**config.mk**
```make
export PLATFORM = sky130hd
export DESIGN_NAME = ones_stream_gen
export DESIGN_NICKNAME = d
export VERILOG_FILES = /design/src/rtl/ones_stream_gen.sv
export SDC_FILE = /design/constraint.sdc
export NUM_CORES = 1
export LEC_CHECK = 0
export CORE_ASPECT_RATIO = 0.7
export CORE_MARGIN = 3
export CORE_UTILIZATION = 56
export DETAILED_ROUTE_END_ITERATION = 10
export PLACE_DENSITY = 0.89
export REMOVE_ABC_BUFFERS = 1
export SYNTH_ARGS = -nofsm -noshare
export SYNTH_HDL_FRONTEND = slang
export SYNTH_SLANG_ARGS = --single-unit
```
**constraint.sdc**
```tcl
create_clock -name clk -period 4.7 [get_ports clk]
set_clock_uncertainty 0.15 [all_clocks]
set_input_delay 0.47 -clock clk [delete_from_list [all_inputs] [get_ports clk]]
set_output_delay 0.47 -clock clk [all_outputs]
set_load 0.1 [all_outputs]
```
**src/rtl/ones_stream_gen.sv**
```systemverilog
// Serial frame generator: emits FRAME_LEN bits on data holding exactly min(req_count, FRAME_LEN) ones.
// Latency: first frame bit appears the cycle after a request is accepted; GAP_CYCLES idle cycles follow each frame.
// Backpressure: req_ready is high only in IDLE; requests presented while busy are ignored (no queue).
module ones_stream_gen #(
  parameter int CNT_W      = 4,
  parameter int FRAME_LEN  = 15,
  parameter int GAP_CYCLES = 1
) (
  input  logic             clk,
  input  logic             reset,
  input  logic             req_valid,
  output logic             req_ready,
  input  logic [CNT_W-1:0] req_count,
  input  logic [1:0]       req_mode,
  output logic             data,
  output logic             data_en,
  output logic             frame_start,
  output logic             frame_done,
  output logic [CNT_W-1:0] sent_count,
  output logic             busy,
  output logic             err_clamp
);

  // Frame length and last bit index expressed at the count width.
  localparam logic [CNT_W-1:0] LEN  = CNT_W'(FRAME_LEN);
  localparam logic [CNT_W-1:0] LAST = CNT_W'(FRAME_LEN - 1);

  // Gap counter sizing; the GAP state is unreachable when GAP_CYCLES is 0.
  localparam int GAP_W        = (GAP_CYCLES > 1) ? $clog2(GAP_CYCLES) : 1;
  localparam int GAP_LAST_INT = (GAP_CYCLES > 0) ? GAP_CYCLES - 1 : 0;
  localparam logic [GAP_W-1:0] GAP_LAST = GAP_W'(GAP_LAST_INT);

  localparam logic [1:0] MODE_FIRST = 2'd0;
  localparam logic [1:0] MODE_LAST  = 2'd1;
  localparam logic [1:0] MODE_ALT   = 2'd2;

  typedef enum logic [1:0] {
    ST_IDLE = 2'd0,
    ST_SEND = 2'd1,
    ST_GAP  = 2'd2
  } state_t;

  state_t state, state_nxt;

  // Datapath registers. pos is the index of the bit currently on data;
  // ones_left is the number of ones still owed after that bit.
  logic [CNT_W-1:0] pos;
  logic [CNT_W-1:0] ones_left;
  logic [1:0]       mode_q;
  logic             data_q;
  logic [CNT_W-1:0] sent_q;
  logic             err_q;
  logic [GAP_W-1:0] gap_cnt;

  // Bit-rule operands and result for the bit that will be driven next cycle.
  logic             accept;
  logic [CNT_W-1:0] k_clamp;
  logic [CNT_W-1:0] rule_k;
  logic [CNT_W-1:0] rule_r;
  logic [1:0]       rule_mode;
  logic             rule_prev;
  logic             nxt_bit;
  logic             last_bit;

  // State register.
  always_ff @(posedge clk) begin
    if (reset) begin
      state <= ST_IDLE;
    end else begin
      state <= state_nxt;
    end
  end

  // Next-state logic: IDLE -> SEND on accept, SEND -> GAP/IDLE after the last bit, GAP -> IDLE.
  always_comb begin
    state_nxt = state;
    case (state)
      ST_IDLE: begin
        if (req_valid) begin
          state_nxt = ST_SEND;
        end
      end
      ST_SEND: begin
        if (last_bit) begin
          state_nxt = (GAP_CYCLES == 0) ? ST_IDLE : ST_GAP;
        end
      end
      ST_GAP: begin
        if (gap_cnt == GAP_LAST) begin
          state_nxt = ST_IDLE;
        end
      end
      default: state_nxt = ST_IDLE;
    endcase
  end

  // Output and bit-rule decode from the current state and datapath registers.
  always_comb begin
    req_ready   = (state == ST_IDLE);
    busy        = (state != ST_IDLE);
    data_en     = (state == ST_SEND);
    data        = data_q & data_en;
    last_bit    = data_en && (pos == LAST);
    frame_start = data_en && (pos == '0);
    frame_done  = last_bit;
    sent_count  = sent_q;
    err_clamp   = err_q;

    accept  = req_valid && req_ready;
    k_clamp = (req_count > LEN) ? LEN : req_count;

    // In IDLE the next bit is bit 0 of a new frame: nothing precedes it, so prev reads as 0.
    if (state == ST_IDLE) begin
      rule_k    = k_clamp;
      rule_r    = LEN;
      rule_mode = req_mode;
      rule_prev = 1'b0;
    end else begin
      rule_k    = ones_left;
      rule_r    = LAST - pos;
      rule_mode = mode_q;
      rule_prev = data_q;
    end

    // Forced cases first guarantee the exact ones count; the mode only decides when there is slack.
    if (rule_k == '0) begin
      nxt_bit = 1'b0;
    end else if (rule_k == rule_r) begin
      nxt_bit = 1'b1;
    end else begin
      case (rule_mode)
        MODE_LAST: nxt_bit = 1'b0;
        MODE_ALT:  nxt_bit = ~rule_prev;
        default:   nxt_bit = 1'b1;
      endcase
    end
  end

  // Frame datapath: latch the request on accept, then shift out one rule-derived bit per cycle.
  always_ff @(posedge clk) begin
    if (reset) begin
      pos       <= '0;
      ones_left <= '0;
      mode_q    <= MODE_FIRST;
      data_q    <= 1'b0;
      sent_q    <= '0;
      err_q     <= 1'b0;
    end else begin
      err_q <= 1'b0;
      if (accept) begin
        pos       <= '0;
        mode_q    <= (req_mode == 2'd3) ? MODE_FIRST : req_mode;
        data_q    <= nxt_bit;
        ones_left <= k_clamp - CNT_W'(nxt_bit);
        sent_q    <= CNT_W'(nxt_bit);
        err_q     <= (req_count > LEN);
      end else if (data_en) begin
        if (last_bit) begin
          data_q <= 1'b0;
        end else begin
          pos       <= pos + CNT_W'(1);
          data_q    <= nxt_bit;
          ones_left <= ones_left - CNT_W'(nxt_bit);
          sent_q    <= sent_q + CNT_W'(nxt_bit);
        end
      end
    end
  end

  // Gap counter: cleared while sending, counts idle cycles while in GAP.
  always_ff @(posedge clk) begin
    if (reset) begin
      gap_cnt <= '0;
    end else if (state == ST_GAP) begin
      gap_cnt <= gap_cnt + GAP_W'(1);
    end else begin
      gap_cnt <= '0;
    end
  end

endmodule
```
==> run summary, run 1 <==
The peak supply drop came out at ~0.17 mV. The fraction of post-synthesis cell area in the top cell type by area is a little under a third. The path class of the tightest hold or removal check is reg2reg. The number of clock sinks is 18. The first routing iteration left 56 violations. The average routed wire per standard cell came out at ~16 um. Dividing the final minimum period by the clock period gives between 70% and 80%.

The share of async-settable or async-resettable flops after synthesis came out at 0%. The analysis attributes to cell leakage a power of around 0.52 nW. STA classifies the critical path endpoint as a primary output.

For this run, the post-layout net count is about 170. The combined global-route utilization of all metal layers came out at 23.4%. The setup TNS after final layout is 0 ns. The Yosys step of the flow raised 0 warnings. The first global-routing pass estimated around 4600 um of wire. The post-route worst setup slack came out at about 1.4 ns. The count of nets left with antenna violations once routing finished came out at 0. After detailed routing, the number of remaining DRC violations is 0. In the routed layout, each cell is associated on average with a via count of between 5 and 6. The effective utilization at floorplan is between 60% and 70%.

The number of endpoints with negative hold slack in the final report is 0. The ratio of total power to cell area is a little under 300 nW/um^2. The critical path is of the reg2out type. Derived from the worst setup path, the maximum achievable clock frequency is just over 300 MHz. The synthesis-to-layout area growth came out at 15.4%. Measured against its own limit, the worst slew margin works out to a little over a third.

The H-tree depth is 1. The post-CTS setup buffer count came out at 0. By area the synthesized netlist is led by sky130_fd_sc_hd__dfxtp_1, sky130_fd_sc_hd__ha_1, sky130_fd_sc_hd__nor2_1, sky130_fd_sc_hd__nand2_1, sky130_fd_sc_hd__nand3_1. The post-route netlist has under 10% of its cells at a drive strength greater than 1. The distinct cell type count of the synthesized netlist is 45. The run finished with clean final reports.

At the end of routability-driven placement, the weighted congestion stood at roughly 0.85. Hold repair after CTS inserted 0 buffers. The finished layout holds around 180 standard cells, fillers aside. The number of maximum-capacitance constraint violations is 0.

After synthesis the cells add up to 1180 um^2. The data required time at the worst endpoint came out at 4.08 ns. STA classifies the critical path startpoint as a flip-flop. TritonCTS built the clock tree. The number of flops mapped to enable cells by yosys is 0. The number of antenna violations at the first check in global routing was 0. The biggest area consumer among synthesized cells is sky130_fd_sc_hd__dfxtp_1.

The area occupied by multi-input gates is around 750 um^2. The placed instance count is 173. The data arrival time of the critical path came out at about 2.7 ns. The area occupied by registers came out at between 300 and 400 um^2. The die footprint is 2700 um^2. The setup violation total in the final timing report came out at 0. The measured slew at the worst slew-check pin is 0.969 ns.

Prior to clock tree synthesis, the placed netlist has a worst setup slack of ~1.8 ns. The number of global-route vias before repair is between 900 and 1000. The fill cell total of the finished layout is 148. The later pin in the worst-skew pair is clocked with a latency of ~0.3 ns. The clock root buffer is sky130_fd_sc_hd__clkbuf_4.

The clock edge transition at the registers on the reported setup and hold paths came out at 0.09 ns. The total wire length after detailed routing came out at around 2800 um. The maximum number of pins on one net before global-route repair came out at 16. The number of clock buffers inserted by TritonCTS came out at 3.

In this run the count of I/O pins placed on the die edge is 20. The floorplan has 13 rows. The most used flip-flop cell after synthesis is sky130_fd_sc_hd__dfxtp_1. After floorplanning, the core was sized to cover 1920 um^2. The minimum clock period after layout is approximately 3.3 ns.

The count of vias placed by the detailed router came out at around 1100. The cell count after synthesis came out at 139. The number of detailed-route iterations in the first pass is 4.

The most common cell in the synthesized netlist is sky130_fd_sc_hd__dfxtp_1. From left edge to right edge, the die measures just over 60 um. The portion of the post-synthesis area used by sequential elements is about 30%. The maximum fanout along the worst path is 9. The final design utilization is 70.9%. The flop and latch count out of synthesis is 18. The total count of max-transition violations in the final report came out at 0. The maximum count of clock buffers along a single path is 2. Summed over all layers, the global routing overflow is 0. The mean area per synthesized cell is approximately 8.5 um^2.

The commonest cells after synthesis are sky130_fd_sc_hd__dfxtp_1, sky130_fd_sc_hd__nor2_1, sky130_fd_sc_hd__nand2_1. The quantity of gates resized following cts is 0. Setup repair after global routing left no endpoint under its margin.

The diode insertion count for antenna repair came out at 0. The total of buffers placed on input and output ports is 18. The die is approximately 44 um tall.

The post-DP HPWL came out at between 2000 and 2500 um.
path summary, 6_finish.rpt:
path	cells after the start	from	to	slack [ns]
min reg2reg	1	gap_cnt	gap_cnt	0.28
max reg2reg	11	pos[0]	ones_left[2]	1.86
max	3	state[0]	frame_start	1.40
min	1	gap_cnt	gap_cnt	0.28
power breakdown:
| part | internal, mW | total, mW | switching [mW] |
|---|---|---|---|
| clock network | 0.0299 | 0.0779 | 0.0480 |
| registers | 0.163 | 0.179 | 0.0154 |
| logic | 0.0494 | 0.138 | 0.0886 |
critical path, cell delays in order, from the launching register on:
cell and delay [ns]:
sky130_fd_sc_hd__dfxtp_1 0.56, sky130_fd_sc_hd__nand2b_1 0.21, sky130_fd_sc_hd__nor4b_1 0.40, sky130_fd_sc_hd__clkdlybuf4s50_1 1.21
flip-flops by register name, indices dropped and copies added, names as in the netlist:
signal / cells
ones_left: 4
pos: 4
sent_count: 4
mode_q: 2
state: 2
data_q: 1
gap_cnt: 1
cells in the final DEF, fill, tap and decap left out, types with 2 or more instances in the layout:
master	n
sky130_fd_sc_hd__inv_1	5
sky130_fd_sc_hd__nand3b_1	2
sky130_fd_sc_hd__nor2_1	15
sky130_fd_sc_hd__nand3_1	9
sky130_fd_sc_hd__clkdlybuf4s50_1	18
sky130_fd_sc_hd__o21ai_0	2
sky130_fd_sc_hd__o21ai_1	2
sky130_fd_sc_hd__nand2_1	13
sky130_fd_sc_hd__a21oi_1	7
sky130_fd_sc_hd__xor2_1	5
sky130_fd_sc_hd__a211oi_1	2
sky130_fd_sc_hd__nor4_1	2
sky130_fd_sc_hd__ha_1	8
sky130_fd_sc_hd__clkbuf_4	3
sky130_fd_sc_hd__xnor2_1	5
sky130_fd_sc_hd__dfxtp_1	18
sky130_fd_sc_hd__nor4b_1	3
sky130_fd_sc_hd__mux2i_1	4
sky130_fd_sc_hd__a31oi_1	2
sky130_fd_sc_hd__nor3_1	2
sky130_fd_sc_hd__nor2b_1	2
sky130_fd_sc_hd__nand2b_1	3
cell families after synthesis:
kind of cell / Yosys count / share of synthesized area [%]
buffers and inverters: 12 / 6.04
other: 1 / 0.318
flip-flops: 18 / 30.5
multiplexers: 4 / 3.39
AO/OA/AOI/OAI: 23 / 12.9
XOR/XNOR: 10 / 7.42
adder cells (fa/ha/maj): 8 / 8.48
AND/OR/NAND/NOR: 63 / 30.9
area by class of cell:
type	instances	area share, %
Sequential cell	18	26.5
Tap cell	22	2.02
Timing Repair Buffer	18	13.2
Multi-Input combinational cell	109	55.0
Clock buffer	3	1.65
Inverter	6	1.65
per-layer routing:
metal	global-route usage [%]	part of all wire, %
met1	30.4	44
met2	35.4	46
met3	6.71	7.4
met4	11.7	2.3
met5	0	0
metrics by stage:
stage | cell area, um^2 | power (mW) | hold WS (ns)
2_1_floorplan | 1130 | 0.280 | 0.248
3_3_place_gp | 1340 | 0.312 | 0.260
3_5_place_dp | 1340 | 0.318 | 0.271
4_1_cts | 1360 | 0.395 | 0.289
5_1_grt | 1360 | 0.414 | 0.317
6_report | 1360 | 0.395 | 0.283
No activity file was read; power rests on OpenSTA's default activity.
==> run 2: changes to the inputs <==
--- a/config.mk
+++ b/config.mk
@@ -7,9 +7,9 @@
 export LEC_CHECK = 0
 export CORE_ASPECT_RATIO = 0.7
 export CORE_MARGIN = 3
-export CORE_UTILIZATION = 56
+export CORE_UTILIZATION = 47
 export DETAILED_ROUTE_END_ITERATION = 10
-export PLACE_DENSITY = 0.89
+export PLACE_DENSITY = 0.8
 export REMOVE_ABC_BUFFERS = 1
 export SYNTH_ARGS = -nofsm -noshare
 export SYNTH_HDL_FRONTEND = slang
==> constraint.sdc (replaced) <==
create_clock -name clk -period 2.8 [get_ports clk]
set_clock_uncertainty 0.15 [all_clocks]
set_input_delay 0.28 -clock clk [delete_from_list [all_inputs] [get_ports clk]]
set_output_delay 0.28 -clock clk [all_outputs]
set_load 0.1 [all_outputs]
==> run summary, run 2 (synthesis gave the netlist of run 1 again) <==
The vertical die dimension came out at 47.9 um (+7.9%). The number of endpoints with negative hold slack in the final report came out at 0 (unchanged). The normalized max-slew margin came out at 62.2% (+27 points). The die footprint was 3160 um^2 (+17%). The path class of the tightest hold or removal check is reg2reg.

The average routed wire per standard cell came to 14.4 um (-8.0%). The critical path's slowest cell is sky130_fd_sc_hd__dfxtp_2. The post-CTS setup buffer count is 0 (unchanged). The synthesis-to-layout area growth came out at 16.6%.

The count of vias placed by the detailed router came to 1072 (+1.6%). The measured slew at the worst slew-check pin is 0.566 ns (-0.403 ns). Counting stages on the worst path, the most repeated cell is sky130_fd_sc_hd__ha_1. The library cells used most frequently in the layout, excluding fill and tap cells, are sky130_fd_sc_hd__dfxtp_1, sky130_fd_sc_hd__nor2_1, sky130_fd_sc_hd__nand2_1, sky130_fd_sc_hd__buf_4, sky130_fd_sc_hd__nand3_1. Leaving out fill and tap cells, the most frequent cell in the layout is sky130_fd_sc_hd__dfxtp_1.

The fraction of layout instances using a drive strength above 1 came out at 16.6% (+10 points). The data arrival time of the critical path was 2.57 ns (-0.11 ns). The post-DP HPWL came to 2100 um (about the same). The worst setup path category is reg2reg. Setup repair after global routing left no endpoint under its margin. The number of detailed-route iterations in the first pass is 4 (unchanged). The total count of max-transition violations in the final report is 0 (unchanged).

The fill cell total of the finished layout was 199 (+34%). The number of maximum-capacitance constraint violations came out at 0 (unchanged). The delay of the slowest critical-path stage came out at 0.40 ns (-0.81 ns). The post-route worst setup slack came out at 0.243 ns (-1.15 ns). The critical path goes through inv_1 > ha_1 > xnor2_1 > nor3_1 > nand3_1 > a21boi_1 > ha_2 > ha_1 > nor2_1 > o21ai_0 > a31oi_1. The ratio of total power to cell area came out at 484 nW/um^2 (+67%).

The final antenna-violating net count is 0 (unchanged). The run finished with clean final reports. The worst setup path is launched from a flip-flop. For this run, the top clock speed supported by timing is 391 MHz. The cell family with the largest share of critical-path delay is adder cells. The total of buffers placed on input and output ports came out at 18 (unchanged). The worst setup timing slack at the placement stage was 0.0733 ns (-1.71 ns). The final design utilization came out at 60.9% (-10 points). The routability congestion estimate is 0.869 (+1.7%). The maximum count of clock buffers along a single path came to 2 (unchanged).

The number of antenna violations at the first check in global routing is 0 (unchanged). The TritonCTS clock tree is done. The diode insertion count for antenna repair is 0 (unchanged). The initial detailed-routing violation count is 76 (+36%). The global-route wire length before repair came out at 4420 um (-2.9%). The number of clock sinks is 18 (unchanged). The H-tree depth came to 1 (unchanged).

The total global routing overflow came out at 0 (unchanged). The latest clock arrival within the worst-skew pair is 0.29 ns (about the same). The final layout net count came out at 176 (+1.7%).

The number of clock buffers inserted by TritonCTS is 3 (unchanged). The data required time at the worst endpoint is 2.82 ns (-1.26 ns). The average vias per placed instance came out at 5.67 (-5.4%). The setup violation total in the final timing report is 0 (unchanged). The portion of the clock cycle consumed by the worst path in the final layout came out at 91.3%. The minimum clock period after layout came out at 2.56 ns. The number of global-route vias before repair came out at 975 (-0.71%). The combined global-route utilization of all metal layers was 19.1% (-4.3 points). The type of element capturing the critical path is a flip-flop. The setup TNS after final layout came to 0 ns (unchanged). The die width is 65.9 um (+8.3%).

The core area came to 2260 um^2 (+18%). The total wire length after detailed routing was 2730 um (-1.2%). The peak supply drop was 0.315 mV (+90%). The maximum fanout along the worst path was 5 (-4). The number of top-level design ports came out at 20 (unchanged). The clock root buffer is sky130_fd_sc_hd__clkbuf_4.

The number of remaining DRC errors is 0 (unchanged). The maximum number of pins on one net before global-route repair came to 16 (unchanged). The clock edge transition at the registers on the reported setup and hold paths was 0.11 ns (+0.02 ns). The row count came out at 14 (+1). The number of buffer and inverter instances along the worst setup path came out at 1 (unchanged). The effective utilization at floorplan came out at 52.2% (-9.3 points).

The static leakage is 0.554 nW (+6.0%).
-- run 2: changes by cell type in the layout (fill, tap and decap cells not counted) --
cell	change
sky130_fd_sc_hd__a21boi_0	-1
sky130_fd_sc_hd__ha_1	-1
sky130_fd_sc_hd__a21boi_1	+1
sky130_fd_sc_hd__ha_2	+1
sky130_fd_sc_hd__dfxtp_1	-2
sky130_fd_sc_hd__dfxtp_2	+2
sky130_fd_sc_hd__buf_4	+13
sky130_fd_sc_hd__clkdlybuf4s50_1	-10
-- run 2: layout make-up --
type                    count  area [um^2]  area share [%]
well taps                  32         40.0            2.91
multi-input cells         109          751            54.5
clock buffers               3         22.5            1.64
flip-flops and latches     18          363            26.4
inverters                   6         22.5            1.64
repair buffers             21          178            12.9
-- run 2: where the power goes --
group | switching (mW) | internal [mW]
clock network | 0.0803 | 0.0500
registers | 0.0255 | 0.275
logic | 0.152 | 0.0839
total | 0.257 | 0.409
-- run 2: final timing paths --
path,slack (ns),to,cells past startpoint,startpoint
max,0.24,ones_left[2],11,pos[0]
min,0.28,gap_cnt,1,gap_cnt
max reg2reg,0.24,ones_left[2],11,pos[0]
min reg2reg,0.28,gap_cnt,1,gap_cnt
-- run 2: metrics by stage --
step / hold WS [ns] / cells / total power, mW / cell area [um^2]
5_1_grt: 0.296 / 189 / 0.709 / 1380
3_3_place_gp: 0.263 / 186 / 0.528 / 1350
2_1_floorplan: 0.199 / 133 / 0.470 / 1130
4_1_cts: 0.285 / 189 / 0.670 / 1370
6_report: 0.283 / 189 / 0.666 / 1380
3_5_place_dp: 0.270 / 186 / 0.537 / 1350
-- run 2: metal layers --
layer / GRT usage (%) / vias to the layer above / wire (um)
met2: 30.9 / 48 / 1230
met5: 0 / - / 0
met3: 7.04 / 5 / 262
met1: 24.4 / 493 / 1210
li1: - / 526 / -
met4: 4.96 / 0 / 24
-- run 2: what timing repair did --
action	in CTS	in global routing
resized for setup	0	4
setup endpoints to repair	0	3
hold buffers	0	0
==> run 3: changes to the inputs <==
--- a/config.mk
+++ b/config.mk
@@ -8,6 +8,7 @@
 export CORE_ASPECT_RATIO = 0.7
 export CORE_MARGIN = 3
 export CORE_UTILIZATION = 47
+export CTS_CLUSTER_SIZE = 40
 export DETAILED_ROUTE_END_ITERATION = 10
 export PLACE_DENSITY = 0.8
 export REMOVE_ABC_BUFFERS = 1
==> results of run 3 <==
No change in the layout: final DEF, timing and power equal those of run 2.
